`src/rtl/dsi_tx_csr_bank.sv`:
```
// dsi_tx_csr_bank: Avalon-MM control/status registers for the DSI/CSI TX path (enables, IRQ, D-PHY timing).
// Build option DSI_TX_CSR_SHADOW_EN holds TR1/TR2 writes in staging until a frame boundary.
module dsi_tx_csr_bank #(
   parameter int          LANES_MAX = 4,
   parameter int          IRQ_NUM   = 8,
   parameter logic [31:0] VERSION   = 32'h0002_0000,
   localparam int         LNW       = $clog2(LANES_MAX)
) (
   input  logic               clk,
   input  logic               rst_n,
   input  logic [4:0]         avl_mm_addr,
   input  logic               avl_mm_read,
   output logic [31:0]        avl_mm_readdata,
   output logic [1:0]         avl_mm_response,
   input  logic               avl_mm_write,
   input  logic [31:0]        avl_mm_writedata,
   input  logic [3:0]         avl_mm_byteenable,
   output logic               avl_mm_waitrequest,
   output logic               irq,
   input  logic [IRQ_NUM-1:0] irq_set,
   input  logic [15:0]        status_in,
   input  logic               frame_boundary,
   output logic               packet_assembler_enable,
   output logic               lanes_enable,
   output logic               clk_out_enable,
   output logic [LNW:0]       lanes_number,
   output logic               soft_rst,
   output logic [7:0]         tlpx_timeout,
   output logic [7:0]         hs_prepare_timeout,
   output logic [7:0]         hs_exit_timeout,
   output logic [7:0]         hs_go_timeout,
   output logic [7:0]         hs_trail_timeout
);

   typedef enum logic {S_IDLE, S_ACK} state_t;

   localparam logic [2:0] A_CR  = 3'd0;
   localparam logic [2:0] A_ISR = 3'd1;
   localparam logic [2:0] A_IER = 3'd2;
   localparam logic [2:0] A_TR1 = 3'd3;
   localparam logic [2:0] A_TR2 = 3'd4;
   localparam logic [2:0] A_SR  = 3'd5;
   localparam logic [2:0] A_ID  = 3'd6;

   state_t             state;
   logic [2:0]         addr_q;
   logic               wr_q;
   logic [31:0]        wdata_q;
   logic [3:0]         be_q;
   logic               commit;
   logic [31:0]        wmask;
   logic [31:0]        rd_mux;
   logic               rd_mapped;
   logic [LNW-1:0]     lanes_field;
   logic [IRQ_NUM-1:0] isr;
   logic [IRQ_NUM-1:0] ier;
   logic [IRQ_NUM-1:0] isr_clr;
   logic [7:0]         tlpx_stg, hs_prepare_stg, hs_exit_stg, hs_go_stg, hs_trail_stg;
   logic [7:0]         tlpx_nxt, hs_prepare_nxt, hs_exit_nxt, hs_go_nxt, hs_trail_nxt;
   logic               shadow_pending;

   // Handshake: a transfer is requested by read or write and completes in the one cycle where
   // waitrequest is low; the master holds address/data/byteenable while waitrequest is high.
   always_ff @(posedge clk or negedge rst_n) begin
      if (!rst_n) begin
         state              <= S_IDLE;
         avl_mm_waitrequest <= 1'b1;
         avl_mm_readdata    <= '0;
         avl_mm_response    <= 2'b00;
         addr_q             <= '0;
         wr_q               <= 1'b0;
         wdata_q            <= '0;
         be_q               <= '0;
      end else if (state == S_IDLE) begin
         if (avl_mm_read || avl_mm_write) begin
            state              <= S_ACK;
            avl_mm_waitrequest <= 1'b0;
            addr_q             <= avl_mm_addr[4:2];
            wr_q               <= avl_mm_write;
            wdata_q            <= avl_mm_writedata;
            be_q               <= avl_mm_byteenable;
            avl_mm_readdata    <= (avl_mm_write || !rd_mapped) ? 32'h0 : rd_mux;
            avl_mm_response    <= rd_mapped ? 2'b00 : 2'b10;
         end
      end else begin
         state              <= S_IDLE;
         avl_mm_waitrequest <= 1'b1;
         avl_mm_readdata    <= '0;
         avl_mm_response    <= 2'b00;
         wr_q               <= 1'b0;
      end
   end

   assign commit = (state == S_ACK) && wr_q;
   assign wmask  = {{8{be_q[3]}}, {8{be_q[2]}}, {8{be_q[1]}}, {8{be_q[0]}}};

   always_comb begin
      rd_mux    = '0;
      rd_mapped = 1'b1;
      case (avl_mm_addr[4:2])
         A_CR:    rd_mux = 32'({lanes_field, 5'b0_0000, clk_out_enable, lanes_enable,
                                packet_assembler_enable});
         A_ISR:   rd_mux = 32'(isr);
         A_IER:   rd_mux = 32'(ier);
         A_TR1:   rd_mux = {8'h00, tlpx_stg, hs_prepare_stg, hs_exit_stg};
         A_TR2:   rd_mux = {16'h0000, hs_go_stg, hs_trail_stg};
         A_SR:    rd_mux = {15'h0000, shadow_pending, status_in};
         A_ID:    rd_mux = VERSION;
         default: rd_mapped = 1'b0;
      endcase
   end

   always_ff @(posedge clk or negedge rst_n) begin
      if (!rst_n) begin
         packet_assembler_enable <= 1'b0;
         lanes_enable            <= 1'b0;
         clk_out_enable          <= 1'b0;
         lanes_field             <= LNW'(LANES_MAX - 1);
         soft_rst                <= 1'b0;
      end else begin
         soft_rst <= 1'b0;
         if (commit && addr_q == A_CR) begin
            if (be_q[0]) begin
               packet_assembler_enable <= wdata_q[0];
               lanes_enable            <= wdata_q[1];
               clk_out_enable          <= wdata_q[2];
            end
            if (be_q[1]) lanes_field <= wdata_q[8 +: LNW];
            if (be_q[3]) soft_rst    <= wdata_q[31];
         end
      end
   end

   // Zero-extended before the increment so the largest field maps to LANES_MAX.
   assign lanes_number = {1'b0, lanes_field} + (LNW + 1)'(1);

   // A set pulse is OR-ed after the clear, so it wins over a coincident W1C.
   assign isr_clr = (commit && addr_q == A_ISR) ? (wmask[IRQ_NUM-1:0] & wdata_q[IRQ_NUM-1:0]) : '0;

   always_ff @(posedge clk or negedge rst_n) begin
      if (!rst_n) begin
         isr <= '0;
         ier <= '0;
         irq <= 1'b0;
      end else begin
         isr <= (isr & ~isr_clr) | irq_set;
         irq <= |(isr & ier);
         if (commit && addr_q == A_IER)
            ier <= (ier & ~wmask[IRQ_NUM-1:0]) | (wdata_q[IRQ_NUM-1:0] & wmask[IRQ_NUM-1:0]);
      end
   end

   always_comb begin
      tlpx_nxt       = tlpx_stg;
      hs_prepare_nxt = hs_prepare_stg;
      hs_exit_nxt    = hs_exit_stg;
      hs_go_nxt      = hs_go_stg;
      hs_trail_nxt   = hs_trail_stg;
      if (commit && addr_q == A_TR1) begin
         if (be_q[2]) tlpx_nxt       = wdata_q[23:16];
         if (be_q[1]) hs_prepare_nxt = wdata_q[15:8];
         if (be_q[0]) hs_exit_nxt    = wdata_q[7:0];
      end
      if (commit && addr_q == A_TR2) begin
         if (be_q[1]) hs_go_nxt    = wdata_q[15:8];
         if (be_q[0]) hs_trail_nxt = wdata_q[7:0];
      end
   end

   always_ff @(posedge clk or negedge rst_n) begin
      if (!rst_n) begin
         tlpx_stg       <= 8'd8;
         hs_prepare_stg <= 8'd15;
         hs_exit_stg    <= 8'd3;
         hs_go_stg      <= 8'd30;
         hs_trail_stg   <= 8'd2;
      end else begin
         tlpx_stg       <= tlpx_nxt;
         hs_prepare_stg <= hs_prepare_nxt;
         hs_exit_stg    <= hs_exit_nxt;
         hs_go_stg      <= hs_go_nxt;
         hs_trail_stg   <= hs_trail_nxt;
      end
   end

`ifdef DSI_TX_CSR_SHADOW_EN
   logic tr_wr;
   assign tr_wr = commit && (addr_q == A_TR1 || addr_q == A_TR2);

   // With the lanes idle there is no frame to protect, so staging is applied a cycle later.
   always_ff @(posedge clk or negedge rst_n) begin
      if (!rst_n) begin
         tlpx_timeout       <= 8'd8;
         hs_prepare_timeout <= 8'd15;
         hs_exit_timeout    <= 8'd3;
         hs_go_timeout      <= 8'd30;
         hs_trail_timeout   <= 8'd2;
         shadow_pending     <= 1'b0;
      end else if (frame_boundary) begin
         tlpx_timeout       <= tlpx_nxt;
         hs_prepare_timeout <= hs_prepare_nxt;
         hs_exit_timeout    <= hs_exit_nxt;
         hs_go_timeout      <= hs_go_nxt;
         hs_trail_timeout   <= hs_trail_nxt;
         shadow_pending     <= 1'b0;
      end else if (tr_wr) begin
         shadow_pending <= 1'b1;
      end else if (shadow_pending && !lanes_enable) begin
         tlpx_timeout       <= tlpx_stg;
         hs_prepare_timeout <= hs_prepare_stg;
         hs_exit_timeout    <= hs_exit_stg;
         hs_go_timeout      <= hs_go_stg;
         hs_trail_timeout   <= hs_trail_stg;
         shadow_pending     <= 1'b0;
      end
   end
`else
   assign tlpx_timeout       = tlpx_stg;
   assign hs_prepare_timeout = hs_prepare_stg;
   assign hs_exit_timeout    = hs_exit_stg;
   assign hs_go_timeout      = hs_go_stg;
   assign hs_trail_timeout   = hs_trail_stg;
   assign shadow_pending     = 1'b0;
`endif

   logic unused_bits;
   assign unused_bits = ^{avl_mm_addr[1:0], wdata_q, wmask, frame_boundary};

endmodule

```
`config.mk`:
```
export PLATFORM = sky130hd
export DESIGN_NAME = dsi_tx_csr_bank
export DESIGN_NICKNAME = d
export VERILOG_FILES = /design/src/rtl/dsi_tx_csr_bank.sv
export SDC_FILE = /design/constraint.sdc
export NUM_CORES = 1
export LEC_CHECK = 0
export ABC_CLOCK_PERIOD_IN_PS = 1980
export CAP_MARGIN = 0
export CORE_ASPECT_RATIO = 0.7
export CORE_MARGIN = 2
export CORE_UTILIZATION = 23
export CTS_CLUSTER_SIZE = 24
export DETAILED_ROUTE_END_ITERATION = 8
export RECOVER_POWER = 100
export SLEW_MARGIN = 20
export SYNTH_ARGS = -nofsm -noshare
export SYNTH_HDL_FRONTEND = slang
export SYNTH_SLANG_ARGS = --single-unit
```
`constraint.sdc`:
```
create_clock -name clk -period 1.98 [get_ports clk]
set_input_delay 0.396 -clock clk [delete_from_list [all_inputs] [get_ports clk]]
set_output_delay 0.396 -clock clk [all_outputs]
set_load 0.02 [all_outputs]
```
==> results.txt, run 1 <==
Worst Max-Slew Pin Slew - 0.936 ns
post-synthesis adder-cell area fraction - 0.00233
fmax - 523 MHz
critical path class - flop to output pin
Mapped Cells - 405
largest net degree at the start of global routing - 68
Mapped Area - 5380 µm²
max-cap violation count - 0
first-pass GRT wire length - 25000 µm
Hold Violations, Final - 0
Power, Total - 0.00914 W
slowest CP cell - dfstp_2
r2r startpoint - wr_q$_DFFE_PN0P_
vias - 3845
final wirelength - 15900 µm
cells along the critical path - ha_1, dlygate4sd2_1
Area Overhead vs Synth - 42.9%
Clock Skew - 0.0109 ns
Die Span X - 187 µm
ant diodes - 0
insertion delay to the later sink of the worst-skew pair - 0.42 ns
NumNets Final - 641
IO Count - 153
CTS tree - yes
largest family of logic cells by synthesized area - multiplexers
TritonCTS buffer count - 17
setup ws final - 0.0676 ns
slowest stage delay, CP - 0.54 ns
Detail Placement HPWL - 11700 µm
highest-count cells in the layout ignoring fill and taps - dfrtp_1, mux2_2, clkdlybuf4s50_1, dlygate4sd3_1, nand2_1
core region area - 22800 µm²
Post-CTS Setup Inserts - 0
CP Launch Type - flop
Hold WC Path Type - flop to flop
mux contribution to synthesized area - 0.222
Synthesis Warnings - 0
number of global-route vias before repair - 4159
Setup WS pre-CTS - -0.0740 ns
post-synth cell types - 44
# setup viols final - 0
WL/cell - 17.8 µm
number of core rows - 46
Port Buffers - 133
flops & latches, synth - 123
CP Data Required Time - 1.58 ns
hold path start - avl_mm_readdata[14]$_DFFE_PN0P_
sequential fraction of the synthesis area - 0.576
CP Capture Type - output pin
launch point of the worst path - lanes_field[1]$_DFFE_PN1P_
crit path buf inv count - 1
outcome - finished clean
share of layout cells above drive strength 1 - 0.257
FF-to-FF setup slack - 0.12 ns
# DRC - 0
Post-synth top flop - dfrtp_1
Vias/cell - 4.30
FFs w/ async S/R, synth - 1.00
CTS root buf - clkbuf_16
die height - 132 µm
grt ovf - 0
Post-synth EDFFs - 0
crit path to - lanes_number[1]
RSZ-0062 raised after global routing - no
commonest non-fill, non-tap cell in the layout - dfrtp_1
remaining antenna violation count - 0
DR iter-0 viols - 162
xor and xnor area share after synthesis - 0
Synth Area in Simple Gates - 0.0757
VDD IR-drop max - 554 µV
drt pass-1 iters - 4
hold path cells - 2
R2R cell count - 3
cell family with most CP delay - flip-flops
TNS Setup - 0 ns
Initial Util - 0.236
worst hold margin - 0.481 ns
compound-gate portion of the synthesized area - 0.0880
DP Area - 7270 µm²
H-tree depth - 4
average cell area after synthesis - 13.3 µm²
clock sink count - 123
period utilization - 0.966
Crit path depth - 2
Worst-path clk slew - 0.06 ns
Power per Cell Area - 1190 nW/µm²
die area - 24600 µm²
leakage - 3.41 nW
max_slew headroom - 0.376
fin crit period - 1.91 ns
critical path data arrival time - 1.52 ns
GRT Util Overall - 0.134
Max FO, Critical Path - 3
GPL Wtd Cong - 0.798
Max Root-Sink Buffers - 2
initial antenna violation count - 1
final instance area - 7680 µm²
Slew Limit Fails - 0
==> worst register-to-register path: stages, from the launching register on <==
cell	delay [ns]
dfrtp_1	0.45
nand3_2	0.11
or4b_1	0.76
mux2_1	0.42
==> power by group <==
| part | total, W | internal (W) | switching (W) |
|---|---|---|---|
| Combinational | 0.00253 | 0.00128 | 0.00125 |
| Clock | 0.00286 | 0.00168 | 0.00118 |
| Sequential | 0.00375 | 0.00320 | 0.000551 |
==> layer usage <==
metal | share of wire | track usage | up-vias
li1 | - | - | 1781
met1 | 0.48 | 0.184 | 1919
met3 | 0.065 | 0.0506 | 18
met4 | 0.013 | 0.0450 | 2
met2 | 0.44 | 0.193 | 125
met5 | 0.00082 | 0 | -
==> layout make-up <==
type	count	area, µm²
multi-input cells	258	2080
well taps	312	390
fillers	2323	15100
repair buffers	166	1560
inverters	4	15.0
flip-flops and latches	123	3100
clock inverters	12	91.3
clock buffers	20	457
==> timing repair <==
item / 4_1_cts / 5_1_grt
hold endpoints to repair: 37 / 0
gates resized for setup: 17 / 0
endpoints found under the setup margin: 17 / 0
hold buffers: 1 / 0
==> how the worst min path moves through the flow <==
stage                                                 end
after floorplan                                 async pin
after global placement            wdata_q[19]$_DFFE_PN0P_
after detailed placement          wdata_q[19]$_DFFE_PN0P_
after CTS                 avl_mm_readdata[14]$_DFFE_PN0P_
after global routing          tlpx_timeout[1]$_DFFE_PN0P_
final                     avl_mm_readdata[14]$_DFFE_PN0P_
==> synth_stat cells (3+ instances only) <==
library cell  count  area (µm²)
a32oi_1           3        26.3
nand3b_1          3        22.5
dfrtp_1         108        2700
nor3_1            3        15.0
nor2b_1           4        25.0
a21o_1            9        67.6
a21oi_1          12        60.1
o21ai_0          17        85.1
buf_2             9        45.0
nor2_2            3        18.8
clkbuf_1          5        18.8
nor2_1           15        56.3
dfstp_2          15         394
nand3_1           5        25.0
a22oi_1           6        45.0
mux2_4            8         120
mux2_2           81         912
mux2i_1          14         140
a221o_1           3        30.0
a22o_1           14         123
inv_1             4        15.0
nand2_1          27         101
buf_4            13        97.6
==> flip-flops by register name, indices dropped and copies added (netlist names), 2 cells and up, named ones only <==
| register | flops |
|---|---|
| wdata_q | 25 |
| avl_mm_readdata | 24 |
| hs_exit_timeout | 8 |
| hs_go_timeout | 8 |
| hs_prepare_timeout | 8 |
| hs_trail_timeout | 8 |
| isr | 8 |
| tlpx_timeout | 8 |
| be_q | 4 |
| addr_q | 3 |
| lanes_field | 2 |
==> per-stage QoR <==
step                utilization  instances
CTS                       0.342        895
detailed placement        0.319        862
global route              0.337        895
finish                    0.337        895
floorplan                     -        413
global placement          0.319        862
==> kinds of logic after synthesis <==
kind of cell / Yosys count
adders and majority gates: 1
buffers and inverters: 32
AOI/OAI and AO/OA: 68
and+or+nand+nor: 76
other: 1
muxes: 104
DFF: 123
Note: power is estimated with default switching activity, not from simulation.
==> run 2, diff against run 1 <==
Settings changed: CORE_MARGIN 2 to not set, PLACE_DENSITY set to 0.48.
==> results.txt, run 2 (synthesis results as in run 1) <==
WL/cell - 17.7 µm
TritonCTS buffer count - 17
Power, Total - 0.00930 W
grt ovf - 0
Clock Power Share - 0.325
Hold WC Path Type - primary input to async pin
r2r startpoint - addr_q[1]$_DFFE_PN0P_
Port Buffers - 133
total area of sequential cells - 3100 µm²
vias - 3885
largest register by flop count - wdata_q
Detail Placement HPWL - 11500 µm
DP Area - 7310 µm²
ant diodes - 0
Int Pwr - 0.00636 W
final instance area - 7740 µm²
critical path class - flop to output pin
final wirelength - 15900 µm
initial antenna violation count - 0
Slew Limit Fails - 0
# DRC - 0
# setup viols final - 0
Max FO, Critical Path - 3
Vias/cell - 4.32
critical path data arrival time - 1.51 ns
launch point of the worst path - lanes_field[0]$_DFFE_PN1P_
VDD IR-drop max - 566 µV
die height - 130 µm
max_slew headroom - 0.422
fmax - 524 MHz
Regs by FF count - wdata_q x25, avl_mm_readdata x24
share of layout cells above drive strength 1 - 0.262
CP Data Required Time - 1.58 ns
insertion delay to the later sink of the worst-skew pair - 0.42 ns
max reg flops - 25
Worst Max-Slew Pin Slew - 0.866 ns
fin crit period - 1.91 ns
Max Root-Sink Buffers - 2
Clock Skew - 0.00797 ns
leakage - 3.43 nW
P_sw - 0.00294 W
Area Overhead vs Synth - 44.0%
register share of total power - 0.403
RSZ-0062 raised after global routing - no
Initial Util - 0.236
H-tree depth - 4
Multi-input gate area - 2080 µm²
IO Count - 153
largest net degree at the start of global routing - 60
Comb pwr share - 0.271
GRT Util Overall - 0.140
number of global-route vias before repair - 4162
NumNets Final - 646
DR iter-0 viols - 170
outcome - finished clean
CTS root buf - clkbuf_16
sw frac - 0.316
setup ws final - 0.0700 ns
drt pass-1 iters - 6
remaining antenna violation count - 0
first-pass GRT wire length - 24500 µm
Die Span X - 185 µm
fin cells - 900
number of core rows - 46
CP Capture Type - output pin
Post-CTS Setup Inserts - 0
Fillers - 2306
CTS tree - yes
Hold Violations, Final - 0
commonest non-fill, non-tap cell in the layout - dfrtp_1
GPL Wtd Cong - 0.773
die area - 24000 µm²
period utilization - 0.965
CP Launch Type - flop
FF-to-FF setup slack - 0.15 ns
Setup WS pre-CTS - -0.0907 ns
core region area - 22800 µm²
max-cap violation count - 0
Power per Cell Area - 1200 nW/µm²
clock sink count - 123
Worst-path clk slew - 0.06 ns
highest-count cells in the layout ignoring fill and taps - dfrtp_1, mux2_2, clkdlybuf4s50_1, dlygate4sd3_1, nand2_1
Inst Count DP - 867
-- run 2: metal layers --
layer,track usage,part of all wire,vias up
met1,0.186,0.47,1967
li1,-,-,1800
met4,0.0360,0.0076,0
met3,0.0486,0.069,10
met2,0.217,0.46,108
met5,0,0,-
-- run 2: worst paths after layout --
kind | to | cells after the start
max | lanes_number[1] | 2
min in group clk | avl_mm_readdata[10]$_DFFE_PN0P_ | 2
min | avl_mm_readdata[19]$_DFFE_PN0P_ | 2
min reg2reg | avl_mm_readdata[10]$_DFFE_PN0P_ | 2
max reg2reg | hs_trail_timeout[5]$_DFFE_PN0P_ | 4
max in group asynchronous | wdata_q[3]$_DFFE_PN0P_ | 3
-- run 2: layout make-up --
class,instances,share of cell area
inverter,4,0.00194
sequential,123,0.400
multi-input combinational,258,0.268
tap,312,0.0504
timing repair buffer,171,0.204
clock inverter,10,0.0116
clock buffer,22,0.0638
-- run 2: metrics by stage --
step	utilization	TNS, ns	hold WS, ns
3_5_place_dp	0.321	-0.565	0.314
4_1_cts	0.346	0	0.405
6_report	0.340	0	0.399
3_3_place_gp	0.321	-0.143	0.306
5_1_grt	0.340	0	0.417
2_1_floorplan	-	0	0.100
-- run 2: power by group through the flow --
stage,Clock (W),Sequential [W],Combinational (W)
after global placement,0,0.00383,0.00281
after floorplan,0,0.00415,0.00105
after detailed placement,0,0.00385,0.00285
final,0.00303,0.00375,0.00252
after CTS,0.00314,0.00381,0.00276
after global routing,0.00326,0.00386,0.00270
-- run 2: worst max-delay path: stages (launching register included) --
cell and delay, ns:
dfstp_2 0.55, ha_1 0.22, dlygate4sd2_1 0.33
-- run 2: timing repair --
action / CTS / global route
resized for setup: 16 / 1
hold buffers: 1 / 0
setup endpoints to repair: 16 / 1
endpoints found under the hold margin: 19 / 0
==> run 3, diff against run 2 <==
Settings changed: ABC_CLOCK_PERIOD_IN_PS 1980 to 2100, RECOVER_POWER 100 to not set.
Clock period 1.98 ns to 2.1 ns, I/O delays scaled along.
==> results.txt, run 3 (synthesis results as in run 1) <==
Max FO, Critical Path - 3
critical path data arrival time - 1.58 ns
TritonCTS buffer count - 17
highest-count cells in the layout ignoring fill and taps - clkdlybuf4s50_1, dfrtp_1, mux2_2, buf_4, nand2_1
r2r startpoint - wr_q$_DFFE_PN0P_
final instance area - 7830 µm²
DR iter-0 viols - 172
Die Span X - 185 µm
slowest stage delay, CP - 0.61 ns
crit path to - hs_exit_timeout[0]
Detail Placement HPWL - 11400 µm
Hold Violations, Final - 0
cells along the critical path - clkdlybuf4s50_1
GRT Util Overall - 0.138
H-tree depth - 4
Finished Core Util - 0.343
max_slew headroom - 0.661
slowest CP cell - clkdlybuf4s50_1
# DRC - 0
drt pass-1 iters - 6
TNS Setup - 0 ns
CP Data Required Time - 1.68 ns
critical path class - flop to output pin
CTS root buf - clkbuf_16
Max Root-Sink Buffers - 2
CP Capture Type - output pin
grt ovf - 0
max reg flops - 25
Vias/cell - 4.37
first-pass GRT wire length - 24500 µm
# setup viols final - 0
Worst-path clk slew - 0.06 ns
share of layout cells above drive strength 1 - 0.307
Hold WC Path Type - primary input to async pin
Power per Cell Area - 1160 nW/µm²
Port Buffers - 133
setup ws final - 0.0970 ns
Setup WS pre-CTS - 0.0417 ns
core region area - 22800 µm²
number of core rows - 46
die height - 130 µm
Slew Limit Fails - 0
cell family with most CP delay - buffers and inverters
die area - 24000 µm²
Worst Max-Slew Pin Slew - 0.507 ns
vias - 3916
initial antenna violation count - 0
fmax - 499 MHz
commonest non-fill, non-tap cell in the layout - clkdlybuf4s50_1
GPL Wtd Cong - 0.766
WL/cell - 17.7 µm
RSZ-0062 raised after global routing - no
DP Area - 7240 µm²
CP Launch Type - flop
Fillers - 2246
Crit path depth - 1
crit path buf inv count - 1
CTS tree - yes
Area Overhead vs Synth - 45.6%
NumNets Final - 642
number of global-route vias before repair - 4178
Initial Util - 0.236
IO Count - 153
launch point of the worst path - hs_exit_timeout[0]$_DFFE_PN1P_
R2R cell count - 3
largest net degree at the start of global routing - 67
remaining antenna violation count - 0
ant diodes - 0
clock sink count - 123
Power, Total - 0.00909 W
fin crit period - 2.00 ns
insertion delay to the later sink of the worst-skew pair - 0.41 ns
largest register by flop count - wdata_q
Clock Skew - 0.00583 ns
Regs by FF count - wdata_q x25, avl_mm_readdata x24
outcome - finished clean
VDD IR-drop max - 524 µV
period utilization - 0.954
FF-to-FF setup slack - 0.45 ns
max-cap violation count - 0
final wirelength - 15900 µm
leakage - 3.30 nW
[run 3: cell types whose count changed in the layout (fill, tap and decap cells not counted), moves of 3 or more]
cell,before,now
clkdlybuf4s50_1,60,129
mux2_1,8,0
dlygate4sd2_1,16,2
dfstp_1,12,0
clkbuf_1,10,3
dfstp_2,3,15
mux2_4,0,8
clkbuf_2,5,0
clkbuf_4,3,0
dlygate4sd3_1,55,1
buf_4,17,31
clkbuf_8,5,2
[run 3: timing repair]
item                                    4_1_cts  5_1_grt
endpoints found under the setup margin        2        0
gates resized for setup                       2        0
hold buffers                                  1        0
hold endpoints to repair                     19        0
setup buffers                                 0        0
[run 3: per-stage QoR]
stage / instances / hold slack, ns
3_3_place_gp: 863 / 0.330
5_1_grt: 896 / 0.475
3_5_place_dp: 863 / 0.338
4_1_cts: 896 / 0.438
6_report: 896 / 0.451
2_1_floorplan: 413 / 0.124
[run 3: cell type report]
cell class / instances / area [µm²] / share of cell area
repair buffers: 167 / 1620 / 0.207
clock buffers: 22 / 464 / 0.0593
multi-input cells: 258 / 2130 / 0.272
inverters: 4 / 15.0 / 0.00192
clock inverters: 10 / 118 / 0.0150
flip-flops and latches: 123 / 3100 / 0.396
well taps: 312 / 390 / 0.0499
[run 3: worst min-delay path by stage]
| stage | slack (ns) | end | startpoint |
|---|---|---|---|
| final | 0.45 | tlpx_timeout[2]$_DFFE_PN0P_ | rst_n |
| after global placement | 0.33 | avl_mm_readdata[18]$_DFFE_PN0P_ | rst_n |
| after detailed placement | 0.34 | avl_mm_readdata[18]$_DFFE_PN0P_ | rst_n |
| after floorplan | 0.12 | async pin | rst_n |
| after global routing | 0.47 | tlpx_timeout[2]$_DFFE_PN0P_ | rst_n |
| after CTS | 0.44 | avl_mm_readdata[18]$_DFFE_PN0P_ | rst_n |
[run 3: routing by layer]
| metal | wire length (µm) | vias up | GRT usage |
|---|---|---|---|
| li1 | - | 1789 | - |
| met1 | 7670 | 2015 | 0.189 |
| met5 | 0 | - | 0 |
| met3 | 934 | 10 | 0.0466 |
| met2 | 7140 | 102 | 0.210 |
| met4 | 118 | 0 | 0.0365 |
[run 3: power breakdown]
part | internal (W) | total (W) | leakage, nW | switching [W]
logic | 0.00144 | 0.00262 | 1.52 | 0.00118
registers | 0.00305 | 0.00359 | 1.51 | 0.000536
clock network | 0.00181 | 0.00288 | 0.272 | 0.00107
